**src/rtl/wb_port_arbiter.sv**
```systemverilog
// Round-robin arbiter sharing the register-file write port among NUM_SRC writeback sources.
// Optional WB_ARB_PERF_EN adds a saturating contention counter (conflict_cnt_o).
module wb_port_arbiter #(
  parameter  int NUM_SRC = 3,
  parameter  int XLEN    = 64,
  localparam int PTR_W   = $clog2(NUM_SRC)
) (
  input  logic                    clk,
  input  logic                    rst_n,
  input  logic                    flush_i,
  input  logic [NUM_SRC-1:0]      req_valid_i,
  output logic [NUM_SRC-1:0]      req_ready_o,
  input  logic [NUM_SRC*5-1:0]    req_rd_addr_i,
  input  logic [NUM_SRC*XLEN-1:0] req_rd_data_i,
  output logic                    rd_wen_o,
  output logic [4:0]              rd_addr_o,
  output logic [XLEN-1:0]         rd_data_o
`ifdef WB_ARB_PERF_EN
  ,
  output logic [31:0]             conflict_cnt_o
`endif
);

  logic [NUM_SRC-1:0][4:0]      w_addr;
  logic [NUM_SRC-1:0][XLEN-1:0] w_data;
  logic [PTR_W-1:0]             r_rr_ptr;
  logic [PTR_W-1:0]             w_gnt_idx;
  logic [PTR_W-1:0]             w_ptr_nxt;
  logic                         w_found;
  logic                         w_xfer;
  logic                         r_wen;
  logic [4:0]                   r_addr;
  logic [XLEN-1:0]              r_data;

  assign w_addr = req_rd_addr_i;
  assign w_data = req_rd_data_i;

  // Search from the pointer upward with wrap; first valid source wins.
  always_comb begin
    logic [PTR_W-1:0] idx;
    idx       = '0;
    w_found   = 1'b0;
    w_gnt_idx = '0;
    for (int k = 0; k < NUM_SRC; k++) begin
      idx = PTR_W'((int'(r_rr_ptr) + k) % NUM_SRC);
      if (!w_found && req_valid_i[idx]) begin
        w_found   = 1'b1;
        w_gnt_idx = idx;
      end
    end
  end

  // Ready is forced low during reset so no source sees a phantom grant.
  assign w_xfer      = w_found && !flush_i && rst_n;
  assign req_ready_o = w_xfer ? (NUM_SRC'(1) << w_gnt_idx) : '0;
  assign w_ptr_nxt   = (w_gnt_idx == PTR_W'(NUM_SRC-1)) ? '0 : w_gnt_idx + 1'b1;

  always_ff @(posedge clk or negedge rst_n) begin
    if (!rst_n) begin
      r_wen    <= 1'b0;
      r_addr   <= '0;
      r_data   <= '0;
      r_rr_ptr <= '0;
    end else begin
      // x0 writes are consumed but never reach the register file.
      r_wen <= w_xfer && (w_addr[w_gnt_idx] != 5'd0);
      if (w_xfer) begin
        r_addr   <= w_addr[w_gnt_idx];
        r_data   <= w_data[w_gnt_idx];
        r_rr_ptr <= w_ptr_nxt;
      end
    end
  end

  assign rd_wen_o  = r_wen;
  assign rd_addr_o = r_addr;
  assign rd_data_o = r_data;

`ifdef WB_ARB_PERF_EN
  logic [31:0] r_conflict_cnt;

  always_ff @(posedge clk or negedge rst_n) begin
    if (!rst_n)
      r_conflict_cnt <= '0;
    else if (!flush_i && ($countones(req_valid_i) >= 2) && (r_conflict_cnt != 32'hFFFF_FFFF))
      r_conflict_cnt <= r_conflict_cnt + 32'd1;
  end

  assign conflict_cnt_o = r_conflict_cnt;
`endif

endmodule

```
**config.mk**
```make
export PLATFORM = sky130hd
export DESIGN_NAME = wb_port_arbiter
export DESIGN_NICKNAME = d
export VERILOG_FILES = /design/src/rtl/wb_port_arbiter.sv
export SDC_FILE = /design/constraint.sdc
export NUM_CORES = 1
export LEC_CHECK = 0
export BUFFER_PORTS_ARGS = -buffer_cell sky130_fd_sc_hd__clkbuf_2
export CAP_MARGIN = 10
export CORE_UTILIZATION = 40
export CTS_CLUSTER_SIZE = 30
export DETAILED_ROUTE_END_ITERATION = 12
export PLACE_DENSITY = 0.83
export SLEW_MARGIN = 30
export SYNTH_ARGS = -nofsm -noshare
export SYNTH_HDL_FRONTEND = slang
export SYNTH_SLANG_ARGS = --single-unit
export TNS_END_PERCENT = 50
```
**constraint.sdc**
```tcl
create_clock -name clk -period 3 [get_ports clk]
set_input_delay 0.6 -clock clk [delete_from_list [all_inputs] [get_ports clk]]
set_output_delay 0.6 -clock clk [all_outputs]
set_load 0.02 [all_outputs]
```
==> run_results.csv <==
group,metric,value,unit
drt,drt-initial-drc-count,121,
yosys,synthCells,444,
cts,cts_made_buffers,9,
die,rows,40,
grt,grt_max_degree,75,
sta,max_slew.worst_pin.slew,880,ps
place,io_buffers,285,
setup_path,crit-reg2reg-launch,"r_rr_ptr[0]$_DFFE_PN0P_",
place,place_congestion,0.839,
cts,clkTransAtPathRegs,60,ps
cts,cts_tree,"done",
yosys,syn-num-nets,661,
sta,period_share,101,%
pwr,p_leak,0.00377,µW
job,drv_cap,0,
cts,clk_path_buf_depth,2,
cts,worstSkewPairLatency,330,ps
yosys,syn-cell-area,0.00491,mm²
die,pin_count,286,
sta,clock_skew,4.59,ps
drt,drc,0,
finish,nFillCells,1064,
yosys,yosys.area.top_type_share,36.7,%
yosys,synth_seq_cells,72,
setup_path,r2r_setup_slack,170,ps
yosys,synth_area_leaders,"dfrtp_1 37%, a211oi_2 16%, mux2i_1 14%, a21o_1 9.8%, nor2_1 5.2%",
cts,root_buffer,"clkbuf_16",
place,dp_worst_setup_slack,60.7,ps
run_status,outcome,"complete, but fails checks",
grt,grt_pass1_wl,19800,µm
place,dp_hpwl,9510,µm
die,die_y,113,µm
drt,drt-total-wl,13100,µm
sta,setup_violations,1,
cts,cts_sinks,72,
finish,n_antenna_cell,0,
sta,fmax,331,MHz
yosys,synth_warnings,0,
pwr,irDropWorstVdd,0.000476,V
sta,rsz0062_at_grt,"true",
yosys,yosysTopAreaCell,"dfrtp_1",
drt,viasPerCell,5.11,
yosys,ys.flop_type,"dfrtp_1",
drt,firstDrtPassIters,4,
drt,ant_nets,0,
cts,htree_levels,3,
setup_path,reg2reg_to,"rd_data_o[33]$_DFFE_PN0P_",
die,initial_core_util,40.9,%
grt,overflow,0,
sta,timing.final.crit_period,3020,ps
drt,vias,4476,
finish,fin_nets,941,
die,core,0.0120,mm²
place,placed_area,0.00636,mm²
finish,syn2layout_area_growth,38.7,%
grt,grt_antenna_before_repair,0,
setup_path,worstSetupStartpointType,"flip-flop",
sta,timing.slew.headroom,41.3,%
setup_path,crit_required,2400,ps
yosys,synth-edff-count,0,
sta,worst_slack,-17.1,ps
sta,finalHoldViolations,0,
grt,grt_pass1_vias,4326,
drt,routedWlPerCell,15.0,µm
yosys,yosysSeqAreaShare,36.7,%
run_status,violations,"setup timing",
grt,grt_usage,19.7,%
pwr,power_density,1060,mW/mm²
setup_path,critPathKind,"flip-flop to output port",
finish,drive_gt1_share,57.3,%
die,die_w,113,µm
setup_path,arrival,2420,ps
setup_path,r2r_cells,11,
die,die-area,0.0127,mm²
finish,fin_area,0.00681,mm²
setup_path,crit_fanout,4,
yosys,ys_types,38,
setup_path,crit_path_end_kind,"output port",
yosys,synth_area_per_cell,11.1,µm²
yosys,async_reset_ff_share,100,%
worst_hold_path,hp-class,"primary input to async pin",
sta,holdWs,388,ps
sta,drv_slew,0,
cts,hold_buffers,0,
-- cells in the final DEF (no fill, tap or decap), drive strengths merged, types with 2 or more instances in the layout --
cell,synthesis,final
a21o,64,64
a31oi,3,3
a31o,2,2
buf,35,28
nor2b,3,3
clkinv,0,2
nand2,13,13
a21oi,4,4
inv,4,4
clkbuf,7,296
mux2i,74,74
nor2,69,69
ha,4,4
o21ai,11,11
a211oi,65,65
mux2,3,3
dfrtp,72,72
-- routing by layer --
| layer | wire (µm) | GRT usage, % | up-vias | share of wire [%] |
|---|---|---|---|---|
| met5 | 0 | 0 | - | 0 |
| met4 | 331 | 9.51 | 0 | 2.5 |
| met3 | 857 | 4.98 | 28 | 6.5 |
| met2 | 6520 | 34.8 | 182 | 50 |
| met1 | 5410 | 22.1 | 2092 | 41 |
| li1 | - | - | 2174 | - |
-- kinds of logic (layout without fill, tap and decap cells) --
kind of cell / count (synthesis) / after routing / share of synthesized area (%)
fa+ha+maj: 4 / 4 / 1.02
mux: 77 / 77 / 16.8
simple gates: 91 / 91 / 7.70
compound gates: 154 / 154 / 29.8
buf+inv: 46 / 331 / 7.90
flops: 72 / 72 / 36.7
-- state kept, by name, indices dropped and copies added (netlist names) --
register,count
rd_wen_o,1
r_rr_ptr,2
rd_addr_o,5
rd_data_o,64
-- stage by stage --
stage	util (%)	TNS, ps	total power [µW]	instances
detailed placement	53.0	0	6000	849
global route	56.7	-107	7680	876
global placement	53.0	0	5910	849
finish	56.7	-17.1	7250	876
CTS	55.7	0	7060	869
floorplan	-	0	5100	444
-- repair_timing --
| item | 4_1_cts | 5_1_grt |
|---|---|---|
| buffers inserted | 4 | 6 |
| setup endpoints to repair | 3 | 3 |
| resized for setup | 10 | 12 |
| pin swaps | 3 | 4 |
| cloned | 0 | 1 |
-- critical path: stages (launching register included) --
cell and delay (ps):
dfrtp_2 450, inv_2 70, ha_2 190, buf_4 130, mux2i_1 210, nor2_1 60, a31oi_1 320, a21oi_1 150
a21oi_1 260, a211oi_2 90, buf_4 170
-- area by class of cell --
type                    instances  area [µm²]  area share, %
multi-input cells             326        2820           41.4
flip-flops and latches         72        1800           26.5
repair buffers                311        1720           25.3
clock buffers                  13         250           3.68
well taps                     147         184           2.70
clock inverters                 3        17.5          0.257
inverters                       4        15.0          0.221
-- report_power, final --
| group | total, µW | internal, µW | leakage (µW) | switching [µW] |
|---|---|---|---|---|
| clock network | 975 | 580 | 0.000130 | 395 |
| logic | 4560 | 1970 | 0.00275 | 2600 |
| registers | 1710 | 1440 | 0.000889 | 263 |
| total | 7250 | 3990 | 0.00377 | 3250 |
-- how the worst max path moves through the flow --
stage                                  from  slack [ps]  cells past startpoint        endpoint
floorplan           r_rr_ptr[0]$_DFFE_PN0P_         0.3                     11  req_ready_o[1]
global placement             req_valid_i[2]         100                      9  req_ready_o[1]
detailed placement           req_valid_i[2]          60                      9  req_ready_o[1]
CTS                 r_rr_ptr[1]$_DFFE_PN0P_          10                     10  req_ready_o[1]
global route        r_rr_ptr[0]$_DFFE_PN0P_         -90                     10  req_ready_o[1]
finish              r_rr_ptr[0]$_DFFE_PN0P_         -20                     10  req_ready_o[1]
-- synth_stat cells, types with 2 or more instances --
cell type  instances
o21ai_1            7
nor2_1            68
buf_6             10
ha_1               4
nand2_1           13
dfrtp_1           72
a211oi_2          64
a31o_2             2
mux2_4             3
mux2i_1           70
mux2i_4            3
a21o_1            64
inv_1              4
a21oi_1            3
clkbuf_1           6
buf_12             7
nor2b_1            3
buf_2             17
a31oi_1            3
o21ai_0            3
No activity file was read; power rests on OpenSTA's default activity.
